$ cat config.mk
export PLATFORM = sky130hd
export DESIGN_NAME = time_set_ctrl
export DESIGN_NICKNAME = d
export VERILOG_FILES = /design/src/rtl/time_set_ctrl.sv
export SDC_FILE = /design/constraint.sdc
export NUM_CORES = 1
export LEC_CHECK = 0
export ABC_AREA = 1
export CAP_MARGIN = 10
export CELL_PAD_IN_SITES_DETAIL_PLACEMENT = 0
export CELL_PAD_IN_SITES_GLOBAL_PLACEMENT = 2
export CORE_ASPECT_RATIO = 1.4
export CORE_MARGIN = 2
export CORE_UTILIZATION = 35
export DETAILED_ROUTE_END_ITERATION = 7
export GPL_TIMING_DRIVEN = 0
export PLACE_DENSITY_LB_ADDON = 0.08
export SLEW_MARGIN = 25
export SYNTH_ARGS = -nofsm -noshare
export SYNTH_HDL_FRONTEND = slang
export SYNTH_SLANG_ARGS = --single-unit
$ cat constraint.sdc
create_clock -name clk_100MHz_i -period 3.8 [get_ports clk_100MHz_i]
set_clock_uncertainty 0.1 [all_clocks]
set_input_delay 0.76 -clock clk_100MHz_i [delete_from_list [all_inputs] [get_ports clk_100MHz_i]]
set_output_delay 0.76 -clock clk_100MHz_i [all_outputs]
set_load 0.05 [all_outputs]
$ cat src/rtl/time_set_ctrl.sv
// -----------------------------------------------------------------------------
// time_set_ctrl
//
// Write side of the h/m/s counter in the digital clock. Three debounced
// buttons let the user step through hours, minutes and seconds and change
// each one. The edited time is then loaded back into the counter with a
// one-cycle strobe. While a field is being edited, its display digits blink.
// If no button is pressed for TIMEOUT_S seconds, edit mode is abandoned
// without a load.
//
// Parameters
//   BLINK_HALF  clk cycles per blink half-period
//   TIMEOUT_S   seconds_pulse_i ticks without a press before edit aborts
//
// Ports
//   clk_100MHz_i      system clock
//   reset_i           asynchronous, active-low reset
//   seconds_pulse_i   one-cycle 1 Hz tick
//   config_i          debounced button level: next field / commit
//   increment_i       debounced button level: field + 1
//   decrement_i       debounced button level: field - 1
//   hours_i           live hours from the counter (5 bits)
//   minutes_i         live minutes from the counter (6 bits)
//   seconds_i         live seconds from the counter (6 bits)
//   hours_o           edited hours (5 bits)
//   minutes_o         edited minutes (6 bits)
//   seconds_o         edited seconds (6 bits)
//   load_o            one-cycle strobe; counter takes hours_o/minutes_o/seconds_o
//   run_en_o          counter may advance; low while editing
//   mode_o            00 RUN, 01 SET_H, 10 SET_M, 11 SET_S
//   blank_o           [2] hours, [1] minutes, [0] seconds; 1 blanks the field
// -----------------------------------------------------------------------------
module time_set_ctrl #(
    parameter int BLINK_HALF = 50_000_000,
    parameter int TIMEOUT_S  = 30
) (
    input  logic       clk_100MHz_i,
    input  logic       reset_i,
    input  logic       seconds_pulse_i,
    input  logic       config_i,
    input  logic       increment_i,
    input  logic       decrement_i,
    input  logic [4:0] hours_i,
    input  logic [5:0] minutes_i,
    input  logic [5:0] seconds_i,
    output logic [4:0] hours_o,
    output logic [5:0] minutes_o,
    output logic [5:0] seconds_o,
    output logic       load_o,
    output logic       run_en_o,
    output logic [1:0] mode_o,
    output logic [2:0] blank_o
);

    localparam int BW = (BLINK_HALF > 1) ? $clog2(BLINK_HALF) : 1;
    localparam int TW = $clog2(TIMEOUT_S + 1);

    typedef enum logic [1:0] {
        RUN   = 2'b00,
        SET_H = 2'b01,
        SET_M = 2'b10,
        SET_S = 2'b11
    } state_t;

    state_t          state, state_d;
    logic [4:0]      hours_q, hours_d;
    logic [5:0]      minutes_q, minutes_d;
    logic [5:0]      seconds_q, seconds_d;
    logic            load_q, load_d;
    logic [TW-1:0]   tmo_cnt, tmo_d;
    logic [BW-1:0]   blink_cnt, blink_d;
    logic            phase, phase_d;
    logic            prev_cfg, prev_inc, prev_dec;

    logic cfg_p, inc_p, dec_p, any_p, step_up, step_dn;

    // Rising edge = level high while last cycle's level was low.
    assign cfg_p   = config_i    & ~prev_cfg;
    assign inc_p   = increment_i & ~prev_inc;
    assign dec_p   = decrement_i & ~prev_dec;
    assign any_p   = cfg_p | inc_p | dec_p;
    // Inc and dec together cancel out.
    assign step_up = inc_p & ~dec_p;
    assign step_dn = dec_p & ~inc_p;

    // Wrapping +1/-1 on a field whose range is 0..max.
    function automatic logic [5:0] bump(input logic [5:0] v, input logic [5:0] max,
                                        input logic up, input logic dn);
        logic [5:0] r;
        r = v;
        if (up)      r = (v == max)  ? 6'd0 : v + 6'd1;
        else if (dn) r = (v == 6'd0) ? max  : v - 6'd1;
        return r;
    endfunction

    always_comb begin
        // NOTE: every signal gets a default before any branch, so no path
        // leaves a value unassigned and no latch is inferred.
        state_d   = state;
        hours_d   = hours_q;
        minutes_d = minutes_q;
        seconds_d = seconds_q;
        load_d    = 1'b0;
        tmo_d     = tmo_cnt;
        if (blink_cnt == BW'(BLINK_HALF - 1)) begin
            blink_d = '0;
            phase_d = ~phase;
        end else begin
            blink_d = blink_cnt + BW'(1);
            phase_d = phase;
        end

        if (state == RUN) begin
            tmo_d = '0;
            if (cfg_p) begin
                // Capture the live time. Values that are out of range start from 0.
                state_d   = SET_H;
                hours_d   = (hours_i   > 5'd23) ? 5'd0 : hours_i;
                minutes_d = (minutes_i > 6'd59) ? 6'd0 : minutes_i;
                seconds_d = (seconds_i > 6'd59) ? 6'd0 : seconds_i;
                blink_d   = '0;
                phase_d   = 1'b0;
            end
        end else if (cfg_p) begin
            // Config takes priority over a coincident inc/dec press.
            tmo_d   = '0;
            blink_d = '0;
            phase_d = 1'b0;
            case (state)
                SET_H:   state_d = SET_M;
                SET_M:   state_d = SET_S;
                default: begin
                    state_d = RUN;
                    load_d  = 1'b1;
                end
            endcase
        end else begin
            // A press beats a tick in the same cycle.
            if (any_p) begin
                tmo_d = '0;
            end else if (seconds_pulse_i) begin
                if (tmo_cnt == TW'(TIMEOUT_S - 1)) begin
                    state_d = RUN;
                    tmo_d   = '0;
                end else begin
                    tmo_d = tmo_cnt + TW'(1);
                end
            end
            // Restart the blink so the edited value is shown immediately.
            if (inc_p | dec_p) begin
                blink_d = '0;
                phase_d = 1'b0;
            end
            case (state)
                SET_H:   hours_d   = 5'(bump({1'b0, hours_q}, 6'd23, step_up, step_dn));
                SET_M:   minutes_d = bump(minutes_q, 6'd59, step_up, step_dn);
                default: seconds_d = bump(seconds_q, 6'd59, step_up, step_dn);
            endcase
        end
    end

    // NOTE: sequential state uses non-blocking assignments, so every register
    // samples pre-edge values regardless of statement order.
    always_ff @(posedge clk_100MHz_i or negedge reset_i) begin
        if (!reset_i) begin
            // NOTE: every register, counters included, has a defined reset
            // value. The prev regs reset high so a button held through reset
            // does not register as a press.
            state     <= RUN;
            hours_q   <= '0;
            minutes_q <= '0;
            seconds_q <= '0;
            load_q    <= 1'b0;
            tmo_cnt   <= '0;
            blink_cnt <= '0;
            phase     <= 1'b0;
            prev_cfg  <= 1'b1;
            prev_inc  <= 1'b1;
            prev_dec  <= 1'b1;
        end else begin
            state     <= state_d;
            hours_q   <= hours_d;
            minutes_q <= minutes_d;
            seconds_q <= seconds_d;
            load_q    <= load_d;
            tmo_cnt   <= tmo_d;
            blink_cnt <= blink_d;
            phase     <= phase_d;
            prev_cfg  <= config_i;
            prev_inc  <= increment_i;
            prev_dec  <= decrement_i;
        end
    end

    // Outputs are decoded only from registers.
    assign hours_o   = hours_q;
    assign minutes_o = minutes_q;
    assign seconds_o = seconds_q;
    assign load_o    = load_q;
    assign mode_o    = state;
    assign run_en_o  = (state == RUN);

    always_comb begin
        blank_o = 3'b000;
        case (state)
            SET_H:   blank_o[2] = phase;
            SET_M:   blank_o[1] = phase;
            SET_S:   blank_o[0] = phase;
            default: blank_o    = 3'b000;
        endcase
    end

endmodule
# Yosys cells after proc, flatten, opt, wreduce, memory -nomap -nowiden

Cells that the tools add are included.

Add/sub/neg operators: 8
Order comparisons: 3
Eq/ne operators: 12
Muxes and demuxes: 55
Bitwise logic cells: 14
Reduce and logical (&&, ||, !) cells: 15

Operators by type and width:

| cell                  | number |
|---|---|
| $mux 26               | 5 |
| $mux 6                | 18 |
| $mux 5                | 14 |
| $add 26x1->26 const B | 1 |
| $eq 26x26->1 const B  | 1 |
| $reduce_and 4->1      | 4 |
| $add 6x1->6 const B   | 2 |
| $eq 6x6->1 const B    | 2 |
| $gt 6x6->1 const B    | 2 |
| $logic_not 6->1       | 2 |
| $mux 2                | 6 |
| $sub 6x1->6 const B   | 2 |
| $mux 1                | 11 |
| $add 5x1->5 const B   | 2 |
| $eq 5x5->1 const B    | 2 |
| $reduce_bool 2->1     | 4 |
| $not 1->1             | 6 |
| $and 1x1->1           | 5 |
| $gt 5x5->1 const B    | 1 |
| $logic_not 5->1       | 1 |
| $sub 5x1->5 const B   | 1 |
| $eq 2x2->1 const B    | 2 |
| $ne 2x1->1 const B    | 2 |
| $ne 2x2->1 const B    | 2 |
| 7 further kinds       | 9 |

Register bits after elaboration: 55
Bits of input ports: 23
Output and inout bits: 24

# Depth between registers and ports, before layout

Gate-level depths: netlist (run 1).

Word-level depth: 9
Mapped depth: 11
Depth with buffers taken out: 11

# Worst setup path before layout (run 1)

No wires, ideal clock.

Kind: register -> register
Start: register state[0], in the netlist mode_o[0]
End: register tmo_cnt[2]
Setup time: 120 ps
Arrival time: 2133 ps
Path slack: 1447 ps
Cell stages (with the launch flop): 8
Buffers on the path: 1
Clock period less this slack: 2353 ps
Cells stage by stage: dfrtp_1 > inv_1 > ha_1 > buf_2 > nor3_1 > nand2_1 > a21oi_1 > nor3_1

Word-level cells in the longest chain between the ends: 2
Elaborated cells on any way between the ends: 3
Those cells by class: 1 x mux; 2 x reduce/logical

RTL lines:

| element                                               | RTL line | source |
|---|---|---|
| start, declared                                       | 65       | `state_t state, state_d;` |
| start signal, assigned                                | 181      | `state <= state_d;` |
| $logic_not 2->1 *                                     | n/a      |  |
| via run_en_o                                          | 50       | `output logic run_en_o,` |
| $reduce_bool 4->1 (no line) or $mux 5 (tied branches) | n/a      |  |
| end signal, assigned                                  | 186      | `tmo_cnt <= tmo_d;` |
| end, declared                                         | 70       | `logic [TW-1:0] tmo_cnt, tmo_d;` |

The timed path passes the listed nets; every way through them passes the cells marked *.
A chain may end at the register's enable or synchronous reset.

# Worst setup path in the final report (run 1)

Start: register state[0], in the netlist mode_o[0]
End: output blank_o[1]

Word-level cells in the longest chain between the ends: 2

RTL lines:

| element       | RTL line | source |
|---|---|---|
| $eq 2x2->1    | 205      | `case (state)` |
| $mux 1        | 205      |  |
| end, declared | 52       | `output logic [2:0] blank_o` |

Every way passes these cells.

==> results.sh, run 1 <==
export IMPL_power_total_mw=3.22
export IMPL_syn_area_per_cell_um2=7.06
export IMPL_reg2reg_slack_ps=1620
export IMPL_seq_area_frac_synth=0.341
export IMPL_via_per_inst=4.94
export IMPL_cts_hold_buf=0
export IMPL_die_h_um=131
export IMPL_cp_common_cell="inv_1"
export IMPL_holdWs_ps=243
export IMPL_place_area_mm2=0.00471
export IMPL_path_clk_slew_ps=70
export IMPL_holdCritPathClass="in -> async"
export IMPL_fp_row_count=46
export IMPL_p_int_mw=1.65
export IMPL_drtPass1Iterations=4
export IMPL_mostFrequentLayoutCells="nand2_1, inv_1, nor2_1"
export IMPL_power_leakage_nw=2.30
export IMPL_power_frac_comb=0.560
export IMPL_crit_end="blank_o[1]"
export IMPL_place_ws_ps=1060
export IMPL_antenna_found_initial=0
export IMPL_grt_usage=0.183
export IMPL_worstSetupPathType="reg -> out"
export IMPL_fp_dieW_um=94.9
export IMPL_rr_startpoint="mode_o[0]$_DFFE_PN0P_"
export IMPL_max_freq_ghz=0.346
export IMPL_grt_ovfl_total=0
export IMPL_nets=668
export IMPL_htree_levels=2
export IMPL_io_pins=47
export IMPL_finalCritPeriodShare=0.761
export IMPL_n_antenna_cell=0
export IMPL_synth_edf_count=0
export IMPL_drtAntennaViolNets=0
export IMPL_slew_headroom=0.572
export IMPL_dieArea_mm2=0.0125
export IMPL_drive_gt1_frac=0.107
export IMPL_synth_seq_cells=55
export IMPL_grt_pass1_vias=3752
export IMPL_cpMaxStageDelayCell="clkdlybuf4s50_1"
export IMPL_r2r_end="hours_o[4]$_DFFE_PN0P_"
export IMPL_async_flop_share=1.00
export IMPL_fin_ws_ps=909
export IMPL_crit_arrival_ps=2030
export IMPL_worstPathRequired_ps=2940
export IMPL_coreArea_mm2=0.0113
export IMPL_grt_pass1_wl_um=18200
export IMPL_status="complete, no violations"
export IMPL_hold_viol=0
export IMPL_cp_cell_sequence="inv_1 > ha_1 > nand2_1 > inv_1 > clkdlybuf4s50_1"
export IMPL_stdcell_count=773
export IMPL_cts_sinks=55
export IMPL_initial_core_util=0.357
export IMPL_route_detailed_wl_per_inst_um=14.3
export IMPL_wl_um=11000
export IMPL_vias=3822
export IMPL_crit_path_max_fanout=4
export IMPL_cts_repair_resized=0
export IMPL_synth_warnings=0
export IMPL_area_growth_pct=20.5
export IMPL_netSwitchingFraction=0.488
export IMPL_syn_inst=574
export IMPL_drt_initial_drc_count=144
export IMPL_cts_root_buf="clkbuf_16"
export IMPL_p_sw_mw=1.57
export IMPL_ctsLongestPathBuffers=2
export IMPL_finalInstanceArea_mm2=0.00488
export IMPL_cp_start_kind="register"
export IMPL_postCtsSetupBuffers=0
export IMPL_cts_made_buffers=5
export IMPL_worst_pin_slew_ps=637
export IMPL_cts_tree="built"
export IMPL_reg2reg_depth=7
export IMPL_synth_nets=614
export IMPL_final_common_cell="nand2_1"
export IMPL_dp_hpwl_um=8570
export IMPL_critical_path_startpoint="mode_o[0]$_DFFE_PN0P_"
export IMPL_ys_types=40
export IMPL_fill_cells=1210
export IMPL_place_inst=765
export IMPL_maxCapViolCount=0
export IMPL_max_stage_delay_ps=800
export IMPL_finalSetupViolCount=0
export IMPL_peakVddDrop_uv=218
export IMPL_powerDensity_mw_per_mm2=658
export IMPL_gp_congestion=0.831
export IMPL_maxSlewViolCount=0
export IMPL_drc=0
export IMPL_syn_cell_area_mm2=0.00405
export IMPL_grt_max_degree=37
export IMPL_port_buffers=46
export IMPL_rsz0062_at_grt="no"
export IMPL_seq_power_share=0.268
export IMPL_clock_latency_ps=300
export IMPL_period_needed_ps=2890
export IMPL_synth_main_ff_cell="dfrtp_1"
export IMPL_pwr_share_clk=0.172
export IMPL_end_kind="output port"
-- how the worst min path moves through the flow --
| stage | end | slack (ps) | depth (start not counted) |
|---|---|---|---|
| floorplan | blink_cnt[0]$_DFF_PN0_ | 360 | 0 |
| global placement | blink_cnt[0]$_DFF_PN0_ | 390 | 1 |
| detailed placement | blink_cnt[0]$_DFF_PN0_ | 410 | 1 |
| CTS | blink_cnt[22]$_DFF_PN0_ | 250 | 1 |
| global route | blink_cnt[22]$_DFF_PN0_ | 250 | 1 |
| finish | blink_cnt[22]$_DFF_PN0_ | 240 | 1 |
-- synth_stat cells (all sizes together) (7+ instances only) --
master / number / share of area
a21oi: 20 / 0.030
buf: 7 / 0.013
dfrtp: 52 / 0.32
ha: 17 / 0.052
inv: 76 / 0.070
nand2: 150 / 0.15
nand3: 49 / 0.063
nand4: 19 / 0.032
nor2: 93 / 0.11
nor3: 16 / 0.021
o21ai: 27 / 0.033
xor2: 11 / 0.024
-- area by class of cell --
| cell class | count | area (um^2) | area share |
|---|---|---|---|
| repair buffers | 47 | 478 | 0.0978 |
| clock buffers | 6 | 139 | 0.0284 |
| inverters | 76 | 285 | 0.0584 |
| multi-input cells | 433 | 2320 | 0.475 |
| plain buffers | 10 | 65.1 | 0.0133 |
| well taps | 144 | 180 | 0.0369 |
| flip-flops and latches | 55 | 1380 | 0.283 |
| clock inverters | 2 | 35.0 | 0.00717 |
-- sequential cells by signal, indices dropped and copies added, names as in the netlist, 2 cells and up --
name       count
blink_cnt     26
seconds_o      6
hours_o        5
tmo_cnt        5
minutes_o      6
mode_o         2
-- critical path: cells and delay by family, from the launching register on --
family / cells / cell delay (ps)
fa+ha+maj: 1 / 190
buf+inv: 3 / 1020
flops: 1 / 450
simple gates: 1 / 70
-- power by group through the flow --
stage	registers [mW]	logic [mW]	clock network [mW]
floorplan	1.16	0.980	0
global placement	0.870	1.80	0
detailed placement	0.871	1.81	0
CTS	0.860	1.82	0.578
global route	0.883	2.00	0.596
finish	0.862	1.80	0.553
-- cells by family (layout without fill, tap and decap cells) --
logic type | count (synthesis) | in the layout | share of synthesized area
AO/OA/AOI/OAI | 65 | 65 | 0.0951
XOR/XNOR | 16 | 16 | 0.0346
adder cells (fa/ha/maj) | 17 | 17 | 0.0525
buffers and inverters | 86 | 141 | 0.0864
flip-flops | 55 | 55 | 0.341
AND/OR/NAND/NOR | 335 | 335 | 0.391
-- per-stage QoR --
step                      TNS, ps  utilization
after floorplan                 0            -
after global placement      -8800        0.414
after detailed placement        0        0.415
after CTS                       0        0.431
after global routing            0        0.431
final                           0        0.431
-- routing by layer --
metal,GRT usage,vias up,share of wire
met1,0.205,1790,0.41
met3,0.0206,13,0.025
li1,-,1958,-
met5,0,-,0
met4,0.0531,0,0.020
met2,0.349,61,0.55
(Power assumes the default switching activity.)
==> run 2: changes to the inputs <==
CORE_UTILIZATION = 32   (was 35)
clock period = 2.8 ns   (was 3.8 ns; I/O delays follow)
==> run 2 against run 1 <==
Compared with the run above:
- sequential cell count unchanged
- sequential share of layout area about the same
- largest power group unchanged
- final area about the same
- via count decreased by 0.24%
- critical path type unchanged
==> results.sh, run 2 (synthesized netlist as in run 1, its figures left out) <==
export IMPL_fp_dieW_um=99.1
export IMPL_ctsLongestPathBuffers=2
export IMPL_final_common_cell="nand2_1"
export IMPL_vias=3813
export IMPL_multiInputGateArea_mm2=0.00232
export IMPL_htree_levels=2
export IMPL_area_growth_pct=20.6
export IMPL_path_clk_slew_ps=80
export IMPL_rsz0062_at_grt="no"
export IMPL_dp_hpwl_um=8770
export IMPL_nets=668
export IMPL_postCtsSetupBuffers=0
export IMPL_io_pins=47
export IMPL_worstSetupPathType="reg -> out"
export IMPL_mostFrequentLayoutCells="nand2_1, inv_1, nor2_1"
export IMPL_worstPathRequired_ps=2140
export IMPL_max_freq_ghz=0.376
export IMPL_clock_latency_ps=310
export IMPL_drive_gt1_frac=0.107
export IMPL_fp_row_count=48
export IMPL_hold_viol=0
export IMPL_cts_sinks=55
export IMPL_fin_ws_ps=140
export IMPL_maxCapViolCount=0
export IMPL_fill_cells=1351
export IMPL_grt_pass1_vias=3818
export IMPL_status="complete, no violations"
export IMPL_grt_ovfl_total=0
export IMPL_peakVddDrop_uv=239
export IMPL_die_h_um=137
export IMPL_finalSetupViolCount=0
export IMPL_worst_pin_slew_ps=639
export IMPL_cts_tree="built"
export IMPL_initial_core_util=0.328
export IMPL_setup_tns_final_ps=0
export IMPL_grt_usage=0.173
export IMPL_power_total_mw=4.37
export IMPL_cts_root_buf="clkbuf_16"
export IMPL_antenna_found_initial=0
export IMPL_powerDensity_mw_per_mm2=894
export IMPL_n_antenna_cell=0
export IMPL_power_leakage_nw=2.30
export IMPL_port_buffers=46
export IMPL_crit_arrival_ps=2000
export IMPL_coreArea_mm2=0.0124
export IMPL_fin_util=0.395
export IMPL_drt_initial_drc_count=151
export IMPL_maxSlewViolCount=0
export IMPL_end_kind="output port"
export IMPL_route_detailed_wl_per_inst_um=14.6
export IMPL_cts_made_buffers=5
export IMPL_finalCritPeriodShare=0.950
export IMPL_stdcell_count=779
export IMPL_gp_congestion=0.808
export IMPL_grt_max_degree=29
export IMPL_reg2reg_slack_ps=650
export IMPL_seq_area_mm2=0.00138
export IMPL_dieArea_mm2=0.0136
export IMPL_period_needed_ps=2660
export IMPL_drc=0
export IMPL_cts_hold_buf=0
export IMPL_cp_start_kind="register"
export IMPL_via_per_inst=4.89
export IMPL_holdCritPathClass="in -> async"
export IMPL_top_register="blink_cnt"
export IMPL_place_ws_ps=252
export IMPL_crit_path_max_fanout=4
export IMPL_wl_um=11400
export IMPL_slew_headroom=0.570
export IMPL_cts_repair_resized=0
export IMPL_place_inst=771
export IMPL_drtAntennaViolNets=0
export IMPL_largest_reg_flops=26
export IMPL_drtPass1Iterations=4
export IMPL_grt_pass1_wl_um=18600
run 2: cell count changes in the layout (fill, tap and decap cells not counted):
cell	previous run	this run
clkbuf_8	1	0
clkinv_4	0	1
run 2: layout make-up:
class / instances / area share
buffer: 10 / 0.0133
tap: 150 / 0.0384
inverter: 76 / 0.0584
timing repair buffer: 47 / 0.0978
sequential: 55 / 0.282
multi-input combinational: 433 / 0.475
clock inverter: 3 / 0.00896
clock buffer: 5 / 0.0256
run 2: report_power, final:
part	switching, mW	internal, mW	total [mW]	leakage, nW
Sequential	0.217	0.954	1.17	0.713
Combinational	1.62	0.835	2.45	1.50
Clock	0.324	0.424	0.747	0.0838
run 2: path summary, 6_finish.rpt:
path                                              from                 endpoint  cells after the start
worst max-delay path             mode_o[0]$_DFFE_PN0P_               blank_o[1]                      5
worst min-delay path                           reset_i  blink_cnt[25]$_DFF_PN0_                      1
worst max register to register   mode_o[0]$_DFFE_PN0P_   hours_o[0]$_DFFE_PN0P_                      8
worst min register to register  blink_cnt[0]$_DFF_PN0_   blink_cnt[0]$_DFF_PN0_                      1
max in group asynchronous                      reset_i       prev_dec$_DFF_PN1_                      2
min in group clk_100MHz_i       blink_cnt[0]$_DFF_PN0_   blink_cnt[0]$_DFF_PN0_                      1
run 2: metal layers:
| layer | track usage | part of all wire |
|---|---|---|
| met2 | 0.330 | 0.54 |
| met1 | 0.198 | 0.42 |
| met4 | 0.0533 | 0.019 |
| met5 | 0 | 0 |
| met3 | 0.0225 | 0.024 |
run 2: worst max-delay path, cell delays in order (launching register included):
cell             delay [ps]
dfrtp_1                 440
inv_1                   140
ha_1                    180
nand2_1                  60
inv_1                    70
clkdlybuf4s50_1         800
run 2: stage by stage:
stage	hold slack (ps)	cell area, um^2
2_1_floorplan	164	4050
3_3_place_gp	402	4700
3_5_place_dp	398	4720
4_1_cts	93.9	4890
5_1_grt	100	4890
6_report	84.6	4890
